$ cat src/rtl/gray_pkg.sv
// Shared Gray-code helpers for the parametrised counter and its bench.
// Functions work on a maximum-width vector; callers zero-extend and truncate.
package gray_pkg;

    localparam int GRAY_MAX_WIDTH = 16;

    typedef logic [GRAY_MAX_WIDTH-1:0] gvec_t;

    function automatic gvec_t bin2gray(input gvec_t b);
        return b ^ (b >> 1);
    endfunction

    // Zero upper bits decode to zero, so a narrower code decodes unchanged.
    function automatic gvec_t gray2bin(input gvec_t g);
        gvec_t b;
        b = '0;
        b[GRAY_MAX_WIDTH-1] = g[GRAY_MAX_WIDTH-1];
        for (int i = GRAY_MAX_WIDTH - 2; i >= 0; i--) begin
            b[i] = b[i+1] ^ g[i];
        end
        return b;
    endfunction

endpackage

$ cat src/rtl/gray_counter_param.sv
// Up/down binary counter with registered Gray image and wrap pulse.
// Binary and Gray loads; Gray output comes straight from a flop.
module gray_counter_param
    import gray_pkg::*;
#(
    parameter int          WIDTH   = 4,
    parameter int unsigned RST_VAL = 0
) (
    input  logic             clk,
    input  logic             rst,
    input  logic             en,
    input  logic             up,
    input  logic             load,
    input  logic             load_gray,
    input  logic [WIDTH-1:0] load_val,
    output logic [WIDTH-1:0] bin_out,
    output logic [WIDTH-1:0] gray_out,
    output logic             wrap
);

    localparam logic [WIDTH-1:0] RST_BIN  = WIDTH'(RST_VAL);
    localparam logic [WIDTH-1:0] RST_GRAY =
        WIDTH'(bin2gray(GRAY_MAX_WIDTH'(RST_BIN)));

    logic [WIDTH-1:0] bin_q;
    logic [WIDTH-1:0] gray_q;
    logic             wrap_q;

    logic [WIDTH-1:0] bin_next;
    logic [WIDTH-1:0] gray_next;
    logic             wrap_next;
    logic [WIDTH-1:0] load_bin;

    always_comb begin
        load_bin  = load_val;
        bin_next  = bin_q;
        wrap_next = 1'b0;
        if (load_gray) begin
            load_bin = WIDTH'(gray2bin(GRAY_MAX_WIDTH'(load_val)));
        end
        if (load) begin
            bin_next = load_bin;
        end else if (en && up) begin
            bin_next  = bin_q + 1'b1;
            wrap_next = &bin_q;
        end else if (en) begin
            bin_next  = bin_q - 1'b1;
            wrap_next = ~|bin_q;
        end
        // Gray image is built from the next binary value so both flops agree.
        gray_next = WIDTH'(bin2gray(GRAY_MAX_WIDTH'(bin_next)));
    end

    always_ff @(posedge clk or negedge rst) begin
        if (!rst) begin
            bin_q  <= RST_BIN;
            gray_q <= RST_GRAY;
            wrap_q <= 1'b0;
        end else begin
            bin_q  <= bin_next;
            gray_q <= gray_next;
            wrap_q <= wrap_next;
        end
    end

    assign bin_out  = bin_q;
    assign gray_out = gray_q;
    assign wrap     = wrap_q;

endmodule

$ cat config.mk
export PLATFORM = sky130hd
export DESIGN_NAME = gray_counter_param
export DESIGN_NICKNAME = d
export VERILOG_FILES = /design/src/rtl/gray_pkg.sv /design/src/rtl/gray_counter_param.sv
export SDC_FILE = /design/constraint.sdc
export NUM_CORES = 1
export LEC_CHECK = 0
export CAP_MARGIN = 40
export CORE_UTILIZATION = 35
export CTS_CLUSTER_DIAMETER = 200
export DETAILED_ROUTE_END_ITERATION = 8
export PLACE_DENSITY_LB_ADDON = 0.1
export SLEW_MARGIN = 5
export SYNTH_ARGS = -nofsm -noshare
export SYNTH_HDL_FRONTEND = slang
export SYNTH_SLANG_ARGS = --single-unit
$ cat constraint.sdc
create_clock -name clk -period 2.1 [get_ports clk]
set_input_delay 0.63 -clock clk [delete_from_list [all_inputs] [get_ports clk]]
set_output_delay 0.63 -clock clk [all_outputs]
set_load 0.05 [all_outputs]
==> results by group <==
Detailed routing
  • Wire length per cell: ~12 um
  • Initial DRC Count: 7
  • 1st-pass router iterations: 4
  • DRC: 0
  • Antenna Violating Nets Remaining: 0
  • Via/cell ratio: about 5
  • Vias: 507
  • Final WL: 1183 um

STA
  • Slew Limit Fails: 0
  • Fin. Hold Viols: 0
  • Max Freq: 501.5 MHz
  • RSZ-0062 raised after global routing: false
  • WHS: 0.6425 ns
  • Min cycle time layout: 1.994 ns
  • Clock Skews: approximately 0.00038 ns
  • Worst-margin pin slew: 0.4923 ns
  • Period utilisation layout: 0.9496
  • Final setup violation count: 0
  • Slew headroom: 0.6708

Yosys
  • Synthesized flop and latch total: 8
  • Main synth FF type: dfrtp_1
  • Synth top area share: 0.3478
  • Post-synth ARST share: 1.000
  • Syn_nets: ~70
  • Post-synth EDFFs: 0
  • Mapped Avg Cell Area: a little over 10 um2
  • Yosys Warn Count: 0
  • Area leader, netlist: dfrtp_1
  • Post-Syn Instances: 56
  • Yosys cell types: 31
  • List of most frequent post-synthesis cells: 8 x dfrtp_1, 6 x inv_1, 4 x nand3_1, 4 x xor2_1, 3 x ha_1
  • Mapped Area: 575.6 um2
  • Synth top area cells: dfrtp_1 35%, ha_1 6.5%, xor2_1 6.1%, inv_1 3.9%, a31oi_4 3.7%
  • Seq/Total Area, Yosys: 0.3478
  • Most common cell in the synthesized netlist: dfrtp_1

Floorplan
  • Die outline area: 1811 um2
  • I/O pin count: 19
  • Die height: 42.55 um
  • Core Rows: 14
  • Die X: 42.55 um
  • Starting density of the core: 0.3777
  • Core Area: 1524 um2

Placement
  • Placed Cells: 96
  • DP HPWL: about 970 um
  • IO Port Bufs: 18
  • Placed inst area: 808.3 um2
  • Final Wtd Congestion: 0.7711

Flow run
  • Maxcap violations: 0

Worst setup path
  • Worst Path Arrival: 1.36 ns
  • Crit path from: gray_out[2]
  • Critical path buffers and inverters: 1
  • Worst r2r src: bin_out[0]
  • Path type of the worst setup path: reg2out
  • Critical path's largest stage delay: 0.79 ns
  • R2r worst-path depth: 6
  • CP Launch Type: flop
  • Setup slack, reg-to-reg: 0.35 ns
  • Worst R2R End: gray_out[2]
  • Crit Path Max Fanout: 1
  • End of the critical path: gray_out[2]
  • CP cell instances: clkdlybuf4s50_1
  • Critical Path Stages: 1
  • Cell family with most CP delay: buffers and inverters
  • Crit end category: output port
  • Worst path required time: 1.47 ns
  • Crit path max-delay cell type: clkdlybuf4s50_1

Clock network
  • Setup bufs post-CTS: 0
  • Clock buffer count from CTS: 3
  • Post-cts hold buffer count: 0
  • Clk slew on worst S/H paths: 0.05 ns
  • Clk root buf: clkbuf_4
  • CTS Buffer Depth: 2
  • Clk sinks: 8
  • CTS tree: yes
  • H-Tree Depth: 1
  • Worst-Skew Late Latency: 0.25 ns
  • Post-CTS sizing: 0

Cells and area
  • Area Overhead vs Synth: 44.78%
  • Fillers: 144
  • # diodes: 0
  • # nets final: 98
  • Core Util, Final: 0.5468
  • Layout cell share with drive strength beyond 1: 0.3133
  • Final std cells w/o fill: 99
  • Final instance area: 833.3 um2

Min path
  • Min-delay src: bin_out[2]
  • Class of the worst hold path: reg2reg

Pwr
  • Total Power: around 0.67 mW
  • Worst vdd ir: 0.4822 mV
  • Leakage: 0.3839 nW
  • PwrDens: around 800 nW/um2

Global routing
  • Vias in the first global route: 490
  • Largest net degree at the start of global routing: 14
  • Global-route wire length before repair: 2063 um
  • GRT Overall Usage: 0.1561
  • Total gr overflow: 0
  • Initial antenna violation count: 0

Outcome
  • Outcome: finished, final reports clean
worst reg2reg max path: cells and delay by family (launching register included):
kind                       cells  cell delay, ns
adders and majority gates      1            0.21
DFF                            1            0.45
buffers and inverters          1            0.10
and+or+nand+nor                1            0.16
AOI/OAI and AO/OA              1            0.32
xor gates and xnor gates       1            0.16
muxes                          1            0.27
logic make-up after synthesis:
kind of cell | Yosys count | share of synthesized area
buf+inv | 8 | 0.06086
flops | 8 | 0.3478
fa+ha+maj | 3 | 0.06522
mux | 2 | 0.03696
compound gates | 11 | 0.1761
xor+xnor | 6 | 0.09130
simple gates | 18 | 0.2218
registers in the layout, summed over array words and instances (netlist names):
name,cells
wrap,1
bin_out,4
gray_out,3
routing by layer:
metal,vias up,wire length [um],GRT usage,share of wire
li1,260,-,-,-
met1,230,521,0.1551,0.44
met2,15,596,0.2738,0.50
met3,2,57,0.06897,0.048
met4,0,8,0.07500,0.0068
met5,-,0,0,0
stage by stage:
step	TNS, ns	setup WS [ns]
5_1_grt	0	0.04063
4_1_cts	0	0.03918
6_report	0	0.1059
3_5_place_dp	-0.6434	-0.2226
2_1_floorplan	0	0.1294
3_3_place_gp	-0.5429	-0.1879
cell type report:
type / instances / area, um2 / share of cell area
repair buffers: 26 / 227.7 / 0.2733
well taps: 16 / 20.02 / 0.02402
inverters: 6 / 22.52 / 0.02703
flip-flops and latches: 8 / 200.2 / 0.2402
clock buffers: 3 / 22.52 / 0.02703
multi-input cells: 40 / 340.3 / 0.4084
cell usage in the layout (no fill, tap or decap), drive strengths merged:
cell / synthesis / final
a211o: 2 / 2
a211oi: 1 / 1
a21o: 1 / 1
a21oi: 1 / 1
a22oi: 1 / 1
a311oi: 1 / 1
a31oi: 1 / 1
and4: 1 / 1
buf: 2 / 14
clkbuf: 0 / 3
clkdlybuf4s50: 0 / 11
dfrtp: 8 / 8
dlymetal6s2s: 0 / 1
ha: 3 / 3
inv: 6 / 6
mux2: 1 / 1
mux2i: 1 / 1
nand3: 5 / 5
nand4: 2 / 2
nand4b: 2 / 2
nor2: 2 / 2
nor2b: 1 / 1
o21ai: 2 / 2
o2bb2ai: 1 / 1
or2b: 1 / 1
or3: 1 / 1
or3b: 1 / 1
or4: 1 / 1
or4b: 1 / 1
xnor2: 2 / 2
xor2: 4 / 4
how the worst min path moves through the flow:
stage | to | slack, ns | cells past startpoint
after global routing | bin_out[0] | 0.67 | 1
final | wrap | 0.64 | 2
after CTS | bin_out[2] | 0.65 | 1
after floorplan | bin_out[0] | 0.33 | 0
after global placement | wrap | 0.63 | 2
after detailed placement | wrap | 0.64 | 2
power breakdown:
group | internal, mW | switching [mW] | leakage [nW]
registers | 0.186 | 0.0285 | 0.0955
clock network | 0.0651 | 0.0480 | 0.0138
logic | 0.129 | 0.210 | 0.275
total | 0.380 | 0.287 | 0.384
No activity file was read; power rests on OpenSTA's default activity.
